[config.mk]
export PLATFORM = sky130hd
export DESIGN_NAME = pipe_flow_ctrl_flat
export DESIGN_NICKNAME = d
export VERILOG_FILES = /design/src/rtl/pipe_flow_ctrl_if.sv /design/src/rtl/pipe_flow_ctrl.sv /design/src/flat_wrapper.sv
export SDC_FILE = /design/constraint.sdc
export NUM_CORES = 1
export LEC_CHECK = 0
export ABC_CLOCK_PERIOD_IN_PS = 2000
export CELL_PAD_IN_SITES_DETAIL_PLACEMENT = 0
export CELL_PAD_IN_SITES_GLOBAL_PLACEMENT = 1
export CORE_MARGIN = 4
export CORE_UTILIZATION = 30
export DETAILED_ROUTE_END_ITERATION = 8
export DONT_BUFFER_PORTS = 1
export PLACE_DENSITY = 0.53
export SETUP_SLACK_MARGIN = 0.15
export SYNTH_ARGS = -nofsm -noshare
export SYNTH_HDL_FRONTEND = slang
export SYNTH_SLANG_ARGS = --single-unit
[constraint.sdc]
create_clock -name clk -period 2 [get_ports clk]
set_input_delay 0.6 -clock clk [delete_from_list [all_inputs] [get_ports clk]]
set_output_delay 0.6 -clock clk [all_outputs]
set_load 0.02 [all_outputs]
[src/rtl/pipe_flow_ctrl_if.sv]
// ============================================================================
// Module   : pipe_flow_ctrl_if
// Brief    : Hazard/fetch status in, PC and pipeline-register controls out,
//            for the pipeline flow sequencer.
// Revision : 1.0  initial release
// ============================================================================
`default_nettype none

interface pipe_flow_ctrl_if #(
    parameter int PC_W  = 16,
    parameter int CNT_W = 16
);
    logic             kill;
    logic [PC_W-1:0]  target_pc;
    logic             load_use;
    logic             imem_ready;
    logic             pc_write;
    logic             pc_sel;
    logic [PC_W-1:0]  redirect_pc;
    logic             if_id_write;
    logic             if_id_flush;
    logic             id_ex_bubble;
    logic             redirect_pend;
    logic [CNT_W-1:0] redirect_cnt;
    logic [CNT_W-1:0] stall_cnt;

    // Master: hazard unit / fetch side driving status into the sequencer.
    modport master (
        output kill, target_pc, load_use, imem_ready,
        input  pc_write, pc_sel, redirect_pc, if_id_write, if_id_flush,
               id_ex_bubble, redirect_pend, redirect_cnt, stall_cnt
    );

    // Slave: the flow sequencer itself.
    modport slave (
        input  kill, target_pc, load_use, imem_ready,
        output pc_write, pc_sel, redirect_pc, if_id_write, if_id_flush,
               id_ex_bubble, redirect_pend, redirect_cnt, stall_cnt
    );
endinterface

`default_nettype wire

[src/rtl/pipe_flow_ctrl.sv]
// ============================================================================
// Module   : pipe_flow_ctrl
// Brief    : PC / IF-ID / ID-EX flow sequencer; holds a redirect across
//            instruction-memory wait cycles. Optional macro PERF_CNT_EN.
// Revision : 1.0  initial release
// ============================================================================
`default_nettype none

module pipe_flow_ctrl #(
    parameter int PC_W            = 16,
    parameter int LU_STALL_CYCLES = 1,
    parameter int CNT_W           = 16
) (
    input  wire logic          clk,
    input  wire logic          reset,
    pipe_flow_ctrl_if.slave    bus
);

    typedef enum logic [1:0] {
        ST_RUN        = 2'd0,
        ST_LU_STALL   = 2'd1,
        ST_WAIT_FETCH = 2'd2
    } state_t;

    localparam logic [1:0] c_lu_init = 2'(LU_STALL_CYCLES - 1);

    state_t          r_state;
    state_t          w_state_nxt;
    logic [PC_W-1:0] r_target_q;
    logic [PC_W-1:0] w_target_nxt;
    logic [1:0]      r_lu_cnt;
    logic [1:0]      w_lu_cnt_nxt;
    logic            r_redirect_pend;

    logic            w_pc_write;
    logic            w_pc_sel;
    logic [PC_W-1:0] w_redirect_pc;
    logic            w_if_id_write;
    logic            w_if_id_flush;
    logic            w_id_ex_bubble;

    always_ff @(posedge clk) begin
        if (reset) begin
            r_state         <= ST_RUN;
            r_target_q      <= '0;
            r_lu_cnt        <= 2'd0;
            r_redirect_pend <= 1'b0;
        end else begin
            r_state         <= w_state_nxt;
            r_target_q      <= w_target_nxt;
            r_lu_cnt        <= w_lu_cnt_nxt;
            r_redirect_pend <= (w_state_nxt == ST_WAIT_FETCH);
        end
    end

    always_comb begin
        w_state_nxt    = r_state;
        w_target_nxt   = r_target_q;
        w_lu_cnt_nxt   = r_lu_cnt;
        w_pc_write     = 1'b0;
        w_pc_sel       = 1'b0;
        w_if_id_write  = 1'b0;
        w_if_id_flush  = 1'b0;
        w_id_ex_bubble = 1'b0;
        w_redirect_pc  = (r_state == ST_RUN) ? bus.target_pc : r_target_q;

        if (reset) begin
            w_if_id_flush  = 1'b1;
            w_id_ex_bubble = 1'b1;
        end else begin
            case (r_state)
                ST_RUN: begin
                    // Load-use wins over kill: the branch resolved on stale operands.
                    if (bus.load_use) begin
                        w_id_ex_bubble = 1'b1;
                        w_lu_cnt_nxt   = c_lu_init;
                        if (LU_STALL_CYCLES > 1) begin
                            w_state_nxt = ST_LU_STALL;
                        end
                    end else if (bus.kill) begin
                        w_if_id_flush = 1'b1;
                        if (bus.imem_ready) begin
                            w_pc_write = 1'b1;
                            w_pc_sel   = 1'b1;
                        end else begin
                            w_target_nxt = bus.target_pc;
                            w_state_nxt  = ST_WAIT_FETCH;
                        end
                    end else if (!bus.imem_ready) begin
                        w_if_id_flush = 1'b1;
                    end else begin
                        w_pc_write    = 1'b1;
                        w_if_id_write = 1'b1;
                    end
                end
                ST_LU_STALL: begin
                    w_id_ex_bubble = 1'b1;
                    w_lu_cnt_nxt   = r_lu_cnt - 2'd1;
                    if (r_lu_cnt == 2'd1) begin
                        w_state_nxt = ST_RUN;
                    end
                end
                ST_WAIT_FETCH: begin
                    w_if_id_flush = 1'b1;
                    if (bus.imem_ready) begin
                        w_pc_write  = 1'b1;
                        w_pc_sel    = 1'b1;
                        w_state_nxt = ST_RUN;
                    end
                end
                default: begin
                    w_state_nxt = ST_RUN;
                end
            endcase
        end
    end

    assign bus.pc_write      = w_pc_write;
    assign bus.pc_sel        = w_pc_sel;
    assign bus.redirect_pc   = w_redirect_pc;
    assign bus.if_id_write   = w_if_id_write;
    assign bus.if_id_flush   = w_if_id_flush;
    assign bus.id_ex_bubble  = w_id_ex_bubble;
    assign bus.redirect_pend = r_redirect_pend;

`ifdef PERF_CNT_EN
    logic [CNT_W-1:0] r_redirect_cnt;
    logic [CNT_W-1:0] r_stall_cnt;
    logic             w_lu_freeze;

    assign w_lu_freeze = !reset &&
                         ((r_state == ST_LU_STALL) || ((r_state == ST_RUN) && bus.load_use));

    // Both counters saturate at all-ones rather than wrapping.
    always_ff @(posedge clk) begin
        if (reset) begin
            r_redirect_cnt <= '0;
            r_stall_cnt    <= '0;
        end else begin
            if (w_pc_sel && w_pc_write && (r_redirect_cnt != {CNT_W{1'b1}})) begin
                r_redirect_cnt <= r_redirect_cnt + CNT_W'(1);
            end
            if (w_lu_freeze && (r_stall_cnt != {CNT_W{1'b1}})) begin
                r_stall_cnt <= r_stall_cnt + CNT_W'(1);
            end
        end
    end

    assign bus.redirect_cnt = r_redirect_cnt;
    assign bus.stall_cnt    = r_stall_cnt;
`else
    assign bus.redirect_cnt = {CNT_W{1'b0}};
    assign bus.stall_cnt    = {CNT_W{1'b0}};
`endif

endmodule

`default_nettype wire

[src/flat_wrapper.sv]
// flat-port wrapper written by rule: the top's interface ports become plain ports
module pipe_flow_ctrl_flat 
#(
    parameter int PC_W            = 16,
    parameter int LU_STALL_CYCLES = 1,
    parameter int CNT_W           = 16
)
  (clk, reset, bus_kill, bus_target_pc, bus_load_use, bus_imem_ready, bus_pc_write, bus_pc_sel, bus_redirect_pc, bus_if_id_write, bus_if_id_flush, bus_id_ex_bubble, bus_redirect_pend, bus_redirect_cnt, bus_stall_cnt);
  pipe_flow_ctrl_if #(.PC_W(PC_W), .CNT_W(CNT_W)) bus_i ();
  input  wire logic clk;
  input  wire logic reset;
  input wire logic [$bits(bus_i.kill)-1:0] bus_kill;
  input wire logic [$bits(bus_i.target_pc)-1:0] bus_target_pc;
  input wire logic [$bits(bus_i.load_use)-1:0] bus_load_use;
  input wire logic [$bits(bus_i.imem_ready)-1:0] bus_imem_ready;
  output wire logic [$bits(bus_i.pc_write)-1:0] bus_pc_write;
  output wire logic [$bits(bus_i.pc_sel)-1:0] bus_pc_sel;
  output wire logic [$bits(bus_i.redirect_pc)-1:0] bus_redirect_pc;
  output wire logic [$bits(bus_i.if_id_write)-1:0] bus_if_id_write;
  output wire logic [$bits(bus_i.if_id_flush)-1:0] bus_if_id_flush;
  output wire logic [$bits(bus_i.id_ex_bubble)-1:0] bus_id_ex_bubble;
  output wire logic [$bits(bus_i.redirect_pend)-1:0] bus_redirect_pend;
  output wire logic [$bits(bus_i.redirect_cnt)-1:0] bus_redirect_cnt;
  output wire logic [$bits(bus_i.stall_cnt)-1:0] bus_stall_cnt;
  assign bus_i.kill = bus_kill;
  assign bus_i.target_pc = bus_target_pc;
  assign bus_i.load_use = bus_load_use;
  assign bus_i.imem_ready = bus_imem_ready;
  assign bus_pc_write = bus_i.pc_write;
  assign bus_pc_sel = bus_i.pc_sel;
  assign bus_redirect_pc = bus_i.redirect_pc;
  assign bus_if_id_write = bus_i.if_id_write;
  assign bus_if_id_flush = bus_i.if_id_flush;
  assign bus_id_ex_bubble = bus_i.id_ex_bubble;
  assign bus_redirect_pend = bus_i.redirect_pend;
  assign bus_redirect_cnt = bus_i.redirect_cnt;
  assign bus_stall_cnt = bus_i.stall_cnt;
  pipe_flow_ctrl #(.PC_W(PC_W), .LU_STALL_CYCLES(LU_STALL_CYCLES), .CNT_W(CNT_W)) u_core (.clk(clk), .reset(reset), .bus(bus_i));
endmodule
==> results of run 1 <==
[cell usage in the layout, fill, tap and decap left out, types with 2 or more instances in the layout]
cell,count
sky130_fd_sc_hd__a21oi_1,3
sky130_fd_sc_hd__buf_12,2
sky130_fd_sc_hd__buf_4,6
sky130_fd_sc_hd__clkbuf_8,3
sky130_fd_sc_hd__conb_1,32
sky130_fd_sc_hd__dfxtp_1,19
sky130_fd_sc_hd__inv_1,4
sky130_fd_sc_hd__mux2_4,16
sky130_fd_sc_hd__mux2i_1,16
sky130_fd_sc_hd__nand2b_1,33
sky130_fd_sc_hd__nor2_1,3
sky130_fd_sc_hd__nor4_1,2
sky130_fd_sc_hd__nor4b_4,2
sky130_fd_sc_hd__o21bai_2,2
[kinds of logic after synthesis]
family	after synthesis
adder cells (fa/ha/maj)	1
flip-flops	21
buffers and inverters	45
AND/OR/NAND/NOR	47
other	1
multiplexers	32
AO/OA/AOI/OAI	7
[cell type report]
cell class / count / area, um2
fill: 486 / 3100
multi-input combinational: 119 / 952
sequential: 21 / 425
timing repair buffer: 9 / 96.3
tap: 67 / 83.8
clock buffer: 3 / 41.3
inverter: 4 / 15.0
clock inverter: 1 / 5.00
[cell usage after synthesis]
cell type                   number  area [um2]
sky130_fd_sc_hd__a2111oi_0       1        8.76
sky130_fd_sc_hd__a21oi_1         3        15.0
sky130_fd_sc_hd__a32oi_1         1        8.76
sky130_fd_sc_hd__buf_12          1        20.0
sky130_fd_sc_hd__buf_2           1        5.00
sky130_fd_sc_hd__buf_4          33         248
sky130_fd_sc_hd__buf_6           2        22.5
sky130_fd_sc_hd__clkbuf_1        4        15.0
sky130_fd_sc_hd__conb_1          1        3.75
sky130_fd_sc_hd__dfxtp_1        21         420
sky130_fd_sc_hd__ha_1            1        12.5
sky130_fd_sc_hd__inv_1           4        15.0
sky130_fd_sc_hd__mux2_2         16         180
sky130_fd_sc_hd__mux2i_1        16         160
sky130_fd_sc_hd__nand2_1         1        3.75
sky130_fd_sc_hd__nand2b_1       35         219
sky130_fd_sc_hd__nor2_1          3        11.3
sky130_fd_sc_hd__nor2_8          1        20.0
sky130_fd_sc_hd__nor3_1          1        5.00
sky130_fd_sc_hd__nor3b_1         1        7.51
sky130_fd_sc_hd__nor4_1          2        12.5
sky130_fd_sc_hd__nor4b_1         2        17.5
sky130_fd_sc_hd__nor4b_4         1        23.8
sky130_fd_sc_hd__o21bai_1        2        15.0
[per-layer routing]
metal,GRT usage,vias up,routed length [um]
li1,-,451,-
met5,0,-,0
met3,0.0383,2,275
met2,0.152,35,1370
met4,0.0210,0,14
met1,0.107,419,1100
[per-stage QoR]
| step | setup WS [ps] | utilization |
|---|---|---|
| floorplan | 87.6 | - |
| global route | 73.1 | 0.343 |
| finish | 136 | 0.343 |
| CTS | 119 | 0.339 |
| detailed placement | 96.3 | 0.304 |
| global placement | 114 | 0.304 |
[path summary, 6_finish.rpt]
kind,startpoint,endpoint,slack [ps],cells past startpoint
worst max-delay path,u_core.r_state[1],bus_redirect_pc[1],140,3
worst min-delay path,bus_imem_ready,u_core.r_state[1],400,1
worst max register to register,u_core.r_state[1],u_core.r_target_q[8],610,5
worst min register to register,u_core.r_target_q[13],u_core.r_target_q[13],470,2
[sequential cells by signal, indices dropped and copies added, names as in the netlist]
register,count
u_core.r_target_q,16
u_core.r_lu_cnt,2
u_core.r_state,2
u_core.bus.redirect_pend,1
[timing repair]
action | in CTS | in global routing
buffers inserted | 5 | 0
gates resized for setup | 21 | 3
pin swaps | 3 | 0
endpoints found under the setup margin | 20 | 19
[power by group]
| part | internal (mW) | switching [mW] | total (mW) |
|---|---|---|---|
| combinational | 0.0809 | 0.131 | 0.212 |
| clock | 0.139 | 0.139 | 0.277 |
| sequential | 0.430 | 0.00869 | 0.438 |
[critical path: stages (launching register included)]
cell	delay (ps)
sky130_fd_sc_hd__dfxtp_4	380
sky130_fd_sc_hd__nor2_8	110
sky130_fd_sc_hd__buf_12	160
sky130_fd_sc_hd__mux2_4	350
==> flow_metrics.env, run 1 <==
export IMPL_maximum_clock_frequency_mhz=536
export IMPL_finalMaxSlewViolations=0
export IMPL_worstSkewPairLatency_ps=260
export IMPL_worst_setup_path_type="reg -> out"
export IMPL_critical_path_capture_point_type="output pin"
export IMPL_avgRoutedWirePerCell_um=12.3
export IMPL_placement_io_buffers=0
export IMPL_horizontal_die_dimension_um=78.0
export IMPL_finClkSkew_ps=2.49
export IMPL_power_total_mw=0.927
export IMPL_grt_pass1_wl_um=4510
export IMPL_synth_top_family_by_area="multiplexers"
export IMPL_tns_ps=0
export IMPL_grt_overflow=0
export IMPL_cts_root_buffer_cell="sky130_fd_sc_hd__clkbuf_8"
export IMPL_die_h_um=78.0
export IMPL_synthMuxAreaShare=0.231
export IMPL_register_bit_count_reported_by_yosys=21
export IMPL_final_period_utilization=0.932
export IMPL_maxCapViolCount=0
export IMPL_final_design_area_no_fill_um2=1620
export IMPL_synth_distinct_cells=24
export IMPL_syn2layout_area_growth_pct=10.1
export IMPL_sequential_area_share_after_synthesis=0.286
export IMPL_clock_transition_at_path_regs_ps=80
export IMPL_finalSetupViolCount=0
export IMPL_post_detail_place_hpwl_um=1960
export IMPL_vias_per_cell=4.05
export IMPL_synth_compound_gate_area_share=0.0323
export IMPL_hp_class="in -> reg"
export IMPL_grt_start_max_net_pins=41
export IMPL_hold_worst_slack_ps=403
export IMPL_tritoncts_clock_tree="done"
export IMPL_row_count=25
export IMPL_number_of_global_route_vias_before_repair=934
export IMPL_synth_xor_area_frac=0
export IMPL_hold_viol=0
export IMPL_timing_critical_path_from_type="flip-flop"
export IMPL_detailedRoute_firstPassIterationCount=2
export IMPL_peakVddDrop_uv=284
export IMPL_detail_route_wirelength_um=2760
export IMPL_drive_gt1_frac=0.248
export IMPL_critPathMaxFanout=12
export IMPL_detail_route_iter0_violations=14
export IMPL_finalNonFillerCells=224
export IMPL_placed_cell_area_um2=1430
export IMPL_arrival_time_worst_endpoint_ps=1260
export IMPL_effective_utilization_at_floorplan=0.311
export IMPL_cts_sinks=21
export IMPL_place_gp_congestion=0.720
export IMPL_static_leakage_power_nw=0.705
export IMPL_htree_levels=1
export IMPL_cellPowerDensity_nw_per_um2=573
export IMPL_floorplan_io_pins=75
export IMPL_clock_buffers_created_by_tritoncts=3
export IMPL_core_region_area_um2=4720
export IMPL_grt_setup_unrepaired="yes"
export IMPL_antenna_diode_count=0
export IMPL_critPathRequiredTime_ps=1400
export IMPL_final_min_clock_period_ps=1860
export IMPL_floorplan_die_area_um2=6080
export IMPL_run_status="finished clean"
export IMPL_synthCells=154
export IMPL_maximum_buffer_depth_of_the_clock_tree=2
export IMPL_mapped_avg_cell_area_um2=9.55
export IMPL_synth_fa_ha_area_frac=0.00851
export IMPL_grt_antenna_before_repair=0
export IMPL_grt_total_usage=0.0907
export IMPL_post_cts_hold_buffer_count=0
export IMPL_routed_via_count=907
export IMPL_yosysWarnings=0
export IMPL_design_final_nets=180
export IMPL_post_synth_instance_area_um2=1470
export IMPL_drtAntennaViolNets=0
export IMPL_synth_simple_area_share=0.218
export IMPL_numPlacedInstances=215
export IMPL_drt_drc=0
Note: power is estimated with default switching activity, not from simulation.
==> run 2, diff against run 1 <==
--- a/config.mk
+++ b/config.mk
@@ -14,6 +14,7 @@
 export DONT_BUFFER_PORTS = 1
 export PLACE_DENSITY = 0.53
 export SETUP_SLACK_MARGIN = 0.15
+export SKIP_LAST_GASP = 1
 export SYNTH_ARGS = -nofsm -noshare
 export SYNTH_HDL_FRONTEND = slang
 export SYNTH_SLANG_ARGS = --single-unit
==> results of run 2 <==
No change in the layout: final DEF, timing and power equal those of run 1.
